## src/rtl/prefix_arb_pkg.sv

```systemverilog
// Shared definitions for the prefix round-robin arbiter: FSM encoding and
// vector helpers sized for the widest supported requester count.
package prefix_arb_pkg;

    localparam int ARB_MAX_W     = 32;
    localparam int ARB_MAX_IDX_W = 5;

    localparam logic [0:0] ST_IDLE = 1'b0;
    localparam logic [0:0] ST_BUSY = 1'b1;

    typedef logic [ARB_MAX_W-1:0]     arb_vec_t;
    typedef logic [ARB_MAX_IDX_W-1:0] arb_idx_t;

    // Applied to a prefix-OR vector, isolates the lowest set bit of the source.
    function automatic arb_vec_t first_one(input arb_vec_t vec);
        return vec & ~(vec << 1);
    endfunction

    function automatic arb_idx_t onehot_to_idx(input arb_vec_t vec);
        arb_idx_t idx;
        idx = '0;
        for (int i = 0; i < ARB_MAX_W; i++) begin
            if (vec[i]) begin
                idx = idx | arb_idx_t'(i);
            end
        end
        return idx;
    endfunction

endpackage

```

## src/rtl/prefix_or_tree.sv

```systemverilog
// Kogge-Stone prefix-OR: bit i of pfx is the OR of vec[i:0], log2 levels deep.
module prefix_or_tree #(
    parameter int p_WIDTH = 10
) (
    input  logic [p_WIDTH-1:0] vec,
    output logic [p_WIDTH-1:0] pfx
);

    localparam int LVLS = (p_WIDTH > 1) ? $clog2(p_WIDTH) : 1;

    for (genvar gi = 0; gi < LVLS; gi++) begin : g_lvl
        logic [p_WIDTH-1:0] lvl_in;
        logic [p_WIDTH-1:0] lvl_out;
        if (gi == 0) begin : g_first
            assign lvl_in = vec;
        end else begin : g_chain
            assign lvl_in = g_lvl[gi-1].lvl_out;
        end
        assign lvl_out = lvl_in | (lvl_in << (1 << gi));
    end

    assign pfx = g_lvl[LVLS-1].lvl_out;

endmodule

```

## src/rtl/prefix_rr_arbiter.sv

```systemverilog
// Round-robin arbiter with a registered one-hot grant, handoff without idle
// bubbles, and a hold limit that forces rotation when others are waiting.
module prefix_rr_arbiter
    import prefix_arb_pkg::*;
#(
    parameter int p_WIDTH    = 10,
    parameter int p_IDX_W    = $clog2(p_WIDTH),
    parameter int p_MAX_HOLD = 8
) (
    input  logic                              clk,
    input  logic                              rst,
    input  logic [p_WIDTH-1:0]                req,
    output logic [p_WIDTH-1:0]                gnt,
    output logic                              gnt_valid,
    output logic [p_IDX_W-1:0]                gnt_idx,
    output logic [$clog2(p_MAX_HOLD+1)-1:0]   hold_cnt
);

    localparam int HC_W = $clog2(p_MAX_HOLD + 1);
    localparam logic [HC_W-1:0]    HOLD_MAX  = HC_W'(p_MAX_HOLD);
    localparam logic [HC_W-1:0]    HOLD_LIM  = HC_W'(p_MAX_HOLD - 1);
    localparam logic [p_IDX_W-1:0] PTR_RESET = p_IDX_W'(p_WIDTH - 1);

    logic [0:0]         state_reg, state_next;
    logic [p_WIDTH-1:0] gnt_reg, gnt_next;
    logic               gnt_valid_reg, gnt_valid_next;
    logic [p_IDX_W-1:0] gnt_idx_reg, gnt_idx_next;
    logic [p_IDX_W-1:0] ptr_reg, ptr_next;
    logic [HC_W-1:0]    hold_cnt_reg, hold_cnt_next;

    logic               busy;
    logic               holder_released;
    logic               hold_expired;
    logic               rotate;
    logic [p_IDX_W-1:0] sel_ptr;
    logic [p_WIDTH-1:0] others;
    logic [p_WIDTH-1:0] mask;
    logic [p_WIDTH-1:0] req_masked;
    logic [p_WIDTH-1:0] pm, pu;
    arb_vec_t           pm_ext, pu_ext, win_ext;
    arb_idx_t           win_idx_full;
    logic [p_WIDTH-1:0] winner;
    logic [p_IDX_W-1:0] winner_idx;
    logic               unused_bits;

    assign busy = (state_reg == ST_BUSY);

    // While idle gnt_reg is zero, so "others" is simply the full request vector.
    assign others          = req & ~gnt_reg;
    assign holder_released = busy && ((req & gnt_reg) == '0);
    // A saturated holder also yields as soon as anyone else starts asking.
    assign hold_expired    = busy && (hold_cnt_reg >= HOLD_LIM) && (others != '0);
    assign rotate          = holder_released || hold_expired;
    assign sel_ptr         = busy ? gnt_idx_reg : ptr_reg;

    for (genvar gi = 0; gi < p_WIDTH; gi++) begin : g_mask
        localparam logic [p_IDX_W-1:0] BIT_IDX = p_IDX_W'(gi);
        assign mask[gi] = (BIT_IDX > sel_ptr);
    end

    assign req_masked = others & mask;

    prefix_or_tree #(.p_WIDTH(p_WIDTH)) u_pfx_masked (
        .vec (req_masked),
        .pfx (pm)
    );

    prefix_or_tree #(.p_WIDTH(p_WIDTH)) u_pfx_unmasked (
        .vec (others),
        .pfx (pu)
    );

    always_comb begin
        pm_ext = '0;
        pu_ext = '0;
        pm_ext[p_WIDTH-1:0] = pm;
        pu_ext[p_WIDTH-1:0] = pu;
        win_ext      = (req_masked != '0) ? first_one(pm_ext) : first_one(pu_ext);
        win_idx_full = onehot_to_idx(win_ext);
    end

    assign winner      = win_ext[p_WIDTH-1:0];
    assign winner_idx  = win_idx_full[p_IDX_W-1:0];
    assign unused_bits = ^{win_ext, win_idx_full};

    always_comb begin
        state_next    = state_reg;
        gnt_next      = gnt_reg;
        gnt_idx_next  = gnt_idx_reg;
        ptr_next      = ptr_reg;
        hold_cnt_next = hold_cnt_reg;
        case (state_reg)
            ST_IDLE: begin
                if (req != '0) begin
                    state_next    = ST_BUSY;
                    gnt_next      = winner;
                    gnt_idx_next  = winner_idx;
                    hold_cnt_next = '0;
                end
            end
            default: begin
                if (rotate) begin
                    ptr_next      = gnt_idx_reg;
                    gnt_next      = winner;
                    gnt_idx_next  = winner_idx;
                    hold_cnt_next = '0;
                    state_next    = (winner != '0) ? ST_BUSY : ST_IDLE;
                end else if (hold_cnt_reg != HOLD_MAX) begin
                    hold_cnt_next = hold_cnt_reg + 1'b1;
                end
            end
        endcase
        gnt_valid_next = (gnt_next != '0);
    end

    always_ff @(posedge clk or posedge rst) begin
        if (rst) begin
            state_reg     <= ST_IDLE;
            gnt_reg       <= '0;
            gnt_valid_reg <= 1'b0;
            gnt_idx_reg   <= '0;
            ptr_reg       <= PTR_RESET;
            hold_cnt_reg  <= '0;
        end else begin
            state_reg     <= state_next;
            gnt_reg       <= gnt_next;
            gnt_valid_reg <= gnt_valid_next;
            gnt_idx_reg   <= gnt_idx_next;
            ptr_reg       <= ptr_next;
            hold_cnt_reg  <= hold_cnt_next;
        end
    end

    assign gnt       = gnt_reg;
    assign gnt_valid = gnt_valid_reg;
    assign gnt_idx   = gnt_idx_reg;
    assign hold_cnt  = hold_cnt_reg;

endmodule
```

## config.mk

```make
export PLATFORM = sky130hd
export DESIGN_NAME = prefix_rr_arbiter
export DESIGN_NICKNAME = d
export VERILOG_FILES = /design/src/rtl/prefix_arb_pkg.sv /design/src/rtl/prefix_or_tree.sv /design/src/rtl/prefix_rr_arbiter.sv
export SDC_FILE = /design/constraint.sdc
export NUM_CORES = 1
export LEC_CHECK = 0
export BUFFER_PORTS_ARGS = -buffer_cell sky130_fd_sc_hd__buf_2
export CAP_MARGIN = 20
export CORE_MARGIN = 3
export CORE_UTILIZATION = 33
export DETAILED_ROUTE_END_ITERATION = 10
export PLACE_DENSITY_LB_ADDON = 0.08
export SYNTH_ARGS = -nofsm -noshare
export SYNTH_HDL_FRONTEND = slang
export SYNTH_SLANG_ARGS = --single-unit
```

## constraint.sdc

```tcl
create_clock -name clk -period 6.09 [get_ports clk]
set_input_delay 1.218 -clock clk [delete_from_list [all_inputs] [get_ports clk]]
set_output_delay 1.218 -clock clk [all_outputs]
set_load 0.02 [all_outputs]
```

==> results of run 1 <==
layer usage:
layer,up-vias,GRT usage (%)
li1,805,-
met4,0,4.72
met2,68,31.2
met3,10,3.44
met1,856,23.6
met5,-,0
power breakdown:
group	leakage, nW	switching (mW)	internal (mW)
clock	0.0357	0.0561	0.0880
sequential	0.300	0.0721	0.216
combinational	0.575	0.343	0.229
kinds of logic after synthesis:
logic type	count (synthesis)	share of synthesized area, %
muxes	13	8.19
AOI/OAI and AO/OA	60	26.3
and+or+nand+nor	82	27.0
DFF	24	35.0
adders and majority gates	2	1.45
buffers and inverters	9	2.03
worst max path at each step:
stage,to,from,slack (ps),depth (start not counted)
floorplan,gnt_valid$_DFF_PP0_,req[4],2800,7
global placement,gnt_valid$_DFF_PP0_,req[6],2460,8
detailed placement,gnt_valid$_DFF_PP0_,req[6],2420,8
CTS,gnt_valid$_DFF_PP0_,req[6],2720,8
global route,gnt_idx[1]$_DFFE_PP0P_,req[4],2560,8
finish,gnt_valid$_DFF_PP0_,req[6],2700,8
per-stage QoR:
| stage | hold slack [ps] | util [%] | cell area (um2) | cells |
|---|---|---|---|---|
| 6_report | 558 | 41.3 | 2010 | 287 |
| 5_1_grt | 577 | 41.3 | 2010 | 287 |
| 3_3_place_gp | 533 | 39.8 | 1940 | 283 |
| 4_1_cts | 564 | 41.3 | 2010 | 287 |
| 3_5_place_dp | 548 | 39.8 | 1940 | 283 |
| 2_1_floorplan | 547 | - | 1730 | 190 |
cell usage in the layout, fill, tap and decap left out, types with 4 or more instances in the layout:
cell type	Yosys	routed
o21ai_0	13	13
mux2i_1	4	4
nor4_1	4	4
and3_1	5	5
nand4_1	5	5
nand2b_1	11	11
o31ai_1	4	4
buf_2	1	30
nand2_1	14	14
nor2b_1	8	8
inv_1	5	5
nor2_1	8	8
a21oi_1	4	4
nand3_1	6	6
a22oi_1	5	5
mux2_2	9	9
a21o_1	4	4
nor3_1	5	5
dfrtp_1	22	22
cells in the mapped netlist, types with 2 or more instances:
| cell type | count |
|---|---|
| dfrtp_1 | 22 |
| nand2_1 | 14 |
| o21ai_0 | 13 |
| nand2b_1 | 11 |
| mux2_2 | 9 |
| nor2_1 | 8 |
| nor2b_1 | 8 |
| nand3_1 | 6 |
| a22oi_1 | 5 |
| and3_1 | 5 |
| inv_1 | 5 |
| nand4_1 | 5 |
| nor3_1 | 5 |
| a21o_1 | 4 |
| a21oi_1 | 4 |
| mux2i_1 | 4 |
| nor4_1 | 4 |
| o31ai_1 | 4 |
| a31oi_1 | 3 |
| and2_1 | 3 |
| o211ai_1 | 3 |
| or3_1 | 3 |
| a21boi_0 | 2 |
| buf_1 | 2 |
| dfstp_2 | 2 |
| ha_1 | 2 |
| nand3b_1 | 2 |
| nor3b_1 | 2 |
| o2bb2ai_1 | 2 |
| o32a_1 | 2 |
| o32ai_1 | 2 |
worst reg2reg max path, cell delays in order (launching register included):
cell,delay [ps]
dfrtp_1,710
mux2i_1,340
and3_1,290
o41ai_2,510
nand2_1,240
o32ai_1,580
o32ai_1,210
nand4_1,120
final cells by class:
cell class | count | area (um2)
Fill cell | 518 | 2870
Multi-Input combinational cell | 157 | 1090
Sequential cell | 24 | 603
Timing Repair Buffer | 30 | 150
Tap cell | 67 | 83.8
Clock buffer | 3 | 41.3
Clock inverter | 1 | 30.0
Inverter | 5 | 18.8
==> qor.txt, run 1 <==
status - complete, no violations
Seq/Total Area, Yosys - 35.0%
Reg2Reg Setup Slack - 3030 ps
Tmin final - 3390 ps
Hold Startpoint - hold_cnt[3]$_DFFE_PP0P_
worst path bufs/invs - 1
CP Cell Sequence - buf_2 > nor2b_1 > or4_4 > o31a_1 > or2_4 > a32o_1 > a2111oi_2 > nand4_1
max reg flops - 10
gr usage total - 18.2%
die height - 78.3 um
Synth area leaders - dfrtp_1 (32%), mux2_2 (5.9%), nand2b_1 (4.0%)
Setup TNS - 0 ps
Final Skew - 4.73 ps
M1 WL - 2350 um
Met3 Wirelength - 287 um
pre-CTS setup slack - 2420 ps
Max-Cap Viols - 0
endpoints failing setup - 0
global placer's final weighted congestion - 0.950
period utilisation layout - 55.6%
first-pass GRT wire length - 8940 um
worst-skew pair later-pin latency - 270 ps
CTS tree - built
die area - 6130 um2
Reg clk slew, reported paths - 90 ps
number of synthesized flops with an enable pin - 0
Inserted Clock Buffers - 3
grt ovf - 0
initial core utilization - 35.4%
Die W - 78.3 um
I/O Buffers - 30
routed len/inst - 18.5 um
startpoint types - input port
synthesized instance count - 190
Synth top area share - 31.9%
IO Pins - 31
CTS max path bufs - 2
relative slew slack - 35.8%
Yosys warning total - 0
Area Overhead vs Synth - 16.8%
Slew Limit Fails - 0
crit-path max FO - 6
Setup Fix Bufs, Post-CTS - 0
syn nets - 204
vias per std cell - 6.06
final worst slack - 2700 ps
via count - 1739
dpl hpwl - 4140 um
post-route ant nets - 0
met2 WL - 2590 um
number of DRC markers in iteration 0 - 128
power density over the cells - 499 nW/um2
final hold viol count - 0
Residual DRC - 0
Post-CTS Hold Buffers - 0
share of layout cells above drive strength 1 - 23.6%
final total power - 1.00 mW
DR pass1 iterations - 4
RSZ-0062 raised after global routing - false
Reg2Reg Depth - 7
Largest delay share family, worst path - simple AND/OR/NAND/NOR gates
hold path depth - 1
fraction of registers with async set/reset - 100%
Core Footprint - 4880 um2
critical path endpoint category - flip-flop
CTS sink count - 24
launch point of the worst reg-to-reg path - busy$_DFFE_PP0P_
top layer in use - met4
Worst Hold Path EP - hold_cnt[3]$_DFFE_PP0P_
Worst Path Arrival - 3520 ps
largest net degree at the start of global routing - 25
Resized cells post-CTS - 0
CP max-delay cell - or4_4
htree depth - 1
worst r2r dst - gnt_valid$_DFF_PP0_
initial antenna violation count - 0
Max IR drop VDD - 0.159 mV
vias in the first global route - 1793
FMAX - 0.295 GHz
cell taking the most area after synthesis - dfrtp_1
largest stage delay on the critical path - 540 ps
HP Class - flip-flop to flip-flop
synthesis-stage register bit count - 24
Core Rows - 25
Worst-Margin Slew - 962 ps
post-synthesis cell area - 1730 um2
Lkg Pwr - 0.911 nW
diodes inserted - 0
final net count - 235
top_reg_cell synth - dfrtp_1
Synth Area per Inst - 9.08 um2
synth unique cells - 55
Root Driver - clkbuf_8
Critical Path RT - 6220 ps
CP Class - input port to flip-flop
final WL - 5310 um
Power figures use the tool's default switching activity.
==> inputs of run 2 (changes only) <==
Settings changed: ABC_AREA set to 1.
Clock period 6.09 ns to 3.1 ns, I/O delays scaled along.
==> run 2 against run 1 <==
Sequential power increased by 110%. Synthesized cell count increased by 53%. Final cell count increased by 37%. Clock power increased by 100%. Register-to-register slack got worse by 2200 ps. Largest cell class unchanged. Sequential share of layout area decreased by 1.6 points.
==> qor.txt, run 2 <==
endpoints failing setup - 0 (unchanged)
Met3 Wirelength - 212 um (-26%)
power density over the cells - 1170 nW/um2 (+130%)
HP Class - input port to async pin
Fin Hold WS - 527 ps (-30.9 ps)
CP Class - flip-flop to flip-flop
final WL - 5090 um (-4.2%)
vias in the first global route - 1722 (-4.0%)
Resized cells post-CTS - 0 (unchanged)
top layer in use - met4
Synth area leaders - dfrtp_1 (30%), nand2_1 (21%), inv_1 (9.8%)
largest family of logic cells by synthesized area - simple AND/OR/NAND/NOR gates
RSZ-0062 raised after global routing - false
I/O Buffers - 30 (unchanged)
post-route ant nets - 0 (unchanged)
gr usage total - 17.1% (-1.1 points)
htree depth - 1 (unchanged)
largest net degree at the start of global routing - 25 (unchanged)
via count - 1839 (+5.8%)
Residual DRC - 0 (unchanged)
Die W - 80.8 um (+3.1%)
final instance area - 2130 um2 (+5.7%)
max reg flops - 10 (unchanged)
Worst Path Arrival - 2450 ps (-1070 ps)
number of synthesized flops with an enable pin - 0 (unchanged)
FMAX - 0.440 GHz
die height - 80.8 um (+3.1%)
final hold viol count - 0 (unchanged)
Critical Path RT - 3280 ps (-2940 ps)
die area - 6520 um2 (+6.3%)
CTS tree - built
Most Frequent Cell on Critical Path - nand2_1
relative slew slack - 37.6% (+1.8 points)
largest stage delay on the critical path - 410 ps (-130 ps)
Root Driver - clkbuf_8
post-synthesis adder-cell area fraction - 1.36% (-0.093 points)
synthesized instance count - 291 (+53%)
mux contribution to synthesized area - 0% (-8.2 points)
Reg clk slew, reported paths - 110 ps (+20 ps)
post-synthesis compound-gate area fraction - 5.02% (-21 points)
Yosys warning total - 0 (unchanged)
CTS max path bufs - 2 (unchanged)
top_reg_cell synth - dfrtp_1
Max-Cap Viols - 0 (unchanged)
DP Area - 2060 um2 (+5.9%)
CP Cell Sequence - inv_1 > nand2_1 > nand2_1 > inv_1 > nand3_1 > nand2_1 > nand3_1 > nand2_1 > inv_2 > nand3_1 > nand2_1 > nand2_1 > nor2_1 > nand3_1
number of DRC markers in iteration 0 - 119 (-7.0%)
Post-synth top cells - nand2_1 (104), inv_1 (48), nor2_1 (33)
Synth Area in Simple Gates - 47.6% (+21 points)
Final Skew - 11.4 ps (+6.70 ps)
Synth Area per Inst - 6.34 um2 (-30%)
final net count - 337 (+43%)
Placed Instances - 388 (+37%)
Layout fillers - 585 (+13%)
vias per std cell - 4.69 (-23%)
critical path endpoint category - flip-flop
status - complete, no violations
Area Overhead vs Synth - 15.4%
share of layout cells above drive strength 1 - 18.9% (-4.7 points)
most frequent cells in the layout - nand2_1 (104), inv_1 (48), nor2_1 (33)
global placer's final weighted congestion - 0.872 (-8.2%)
routed len/inst - 13.0 um (-30%)
Seq/Total Area, Yosys - 32.7% (-2.3 points)
first-pass GRT wire length - 8600 um (-3.8%)
M1 WL - 2510 um (+6.6%)
Setup Fix Bufs, Post-CTS - 0 (unchanged)
Slew Limit Fails - 0 (unchanged)
synth unique cells - 28 (-49%)
Cell Count, Final, Fillers Out - 392 (+37%)
IO Pins - 31 (unchanged)
Worst-Margin Slew - 935 ps (-26.3 ps)
startpoint types - flip-flop
met2 WL - 2280 um (-12%)
Synth top area share - 29.9% (-2.1 points)
Tmin final - 2270 ps
initial antenna violation count - 0 (unchanged)
Synth Area in XOR/XNOR - 0.950% (+0.95 points)
crit-path max FO - 18 (+12)
DR pass1 iterations - 4 (unchanged)
post-synthesis cell area - 1840 um2 (+6.9%)
Core Rows - 26 (+4.0%)
period utilisation layout - 73.4%
CP max-delay cell - dfrtp_1
fraction of registers with async set/reset - 100% (unchanged)
Lkg Pwr - 1.26 nW (+38%)
top-count cell post-synth - nand2_1
grt ovf - 0 (unchanged)
Setup TNS - 0 ps (unchanged)
cell taking the most area after synthesis - dfrtp_1
initial core utilization - 35.0% (-0.36 points)
most common cell after layout, fill and taps aside - nand2_1
diodes inserted - 0 (unchanged)
syn nets - 305 (+50%)
Core Footprint - 5270 um2 (+8.0%)
worst-skew pair later-pin latency - 280 ps (about the same)
Inserted Clock Buffers - 3 (unchanged)
CTS sink count - 24 (unchanged)
Max IR drop VDD - 0.407 mV (+160%)
Post-CTS Hold Buffers - 0 (unchanged)
synthesis-stage register bit count - 24 (unchanged)
dpl hpwl - 4110 um (-0.73%)
==> run 2: changes by cell type in the layout (fill, tap and decap cells not counted), moves of 6 or more <==
cell      before  now
nand2_1       14  104
inv_1          5   48
nor2b_1        8    0
nand2_2        0    6
nand3_1        6   28
nor2_1         8   33
nand3_2        0    8
nand2b_1      11    0
mux2_2         9    0
==> run 2: layer usage <==
layer | up-vias | track usage [%]
met3 | 6 | 2.00
met5 | - | 0
met1 | 821 | 25.3
li1 | 963 | -
met4 | 0 | 5.41
met2 | 49 | 26.0
==> run 2: stage by stage <==
step	utilization [%]	power (mW)	setup slack [ps]
floorplan	-	1.79	1210
global placement	39.0	2.23	591
detailed placement	39.0	2.20	566
CTS	40.4	2.50	821
global route	40.4	2.74	579
finish	40.4	2.48	825
==> run 2: worst paths after layout <==
| path | from | to | slack [ps] | depth (start not counted) |
|---|---|---|---|---|
| worst max register to register | gnt[1]$_DFF_PP0_ | gnt_valid$_DFF_PP0_ | 830 | 14 |
| worst min-delay path | rst | gnt[1]$_DFF_PP0_ | 530 | 2 |
| worst min register to register | ptr_reg[0]$_DFFE_PP1P_ | ptr_reg[0]$_DFFE_PP1P_ | 530 | 2 |
| worst max-delay path | gnt[1]$_DFF_PP0_ | gnt_valid$_DFF_PP0_ | 830 | 14 |
| min in group clk | ptr_reg[0]$_DFFE_PP1P_ | ptr_reg[0]$_DFFE_PP1P_ | 530 | 2 |
| max in group asynchronous | rst | ptr_reg[2]$_DFFE_PP0P_ | 1990 | 2 |
==> run 2: cell families (layout without fill, tap and decap cells) <==
group                      count (synthesis)  after routing
adders and majority gates                  2              2
xor gates and xnor gates                   2              2
buffers and inverters                     54             85
and+or+nand+nor                          193            193
DFF                                       24             24
AOI/OAI and AO/OA                         16             16
==> run 2: layout make-up <==
| type | instances | area [um2] | share of cell area (%) |
|---|---|---|---|
| multi-input cells | 213 | 1010 | 47.6 |
| flip-flops and latches | 24 | 603 | 28.3 |
| inverters | 50 | 195 | 9.17 |
| repair buffers | 31 | 158 | 7.41 |
| well taps | 70 | 87.6 | 4.12 |
| clock buffers | 3 | 41.3 | 1.94 |
| clock inverters | 1 | 30.0 | 1.41 |
==> run 2: critical path, delay by kind of cell, from the launching register on <==
family / cells / cell delay [ps]
AND/OR/NAND/NOR: 11 / 1300
flip-flops: 1 / 410
buffers and inverters: 3 / 440
==> run 2: power breakdown <==
part           internal (mW)  switching (mW)
clock                  0.173           0.120
sequential             0.478           0.119
combinational          0.487            1.10
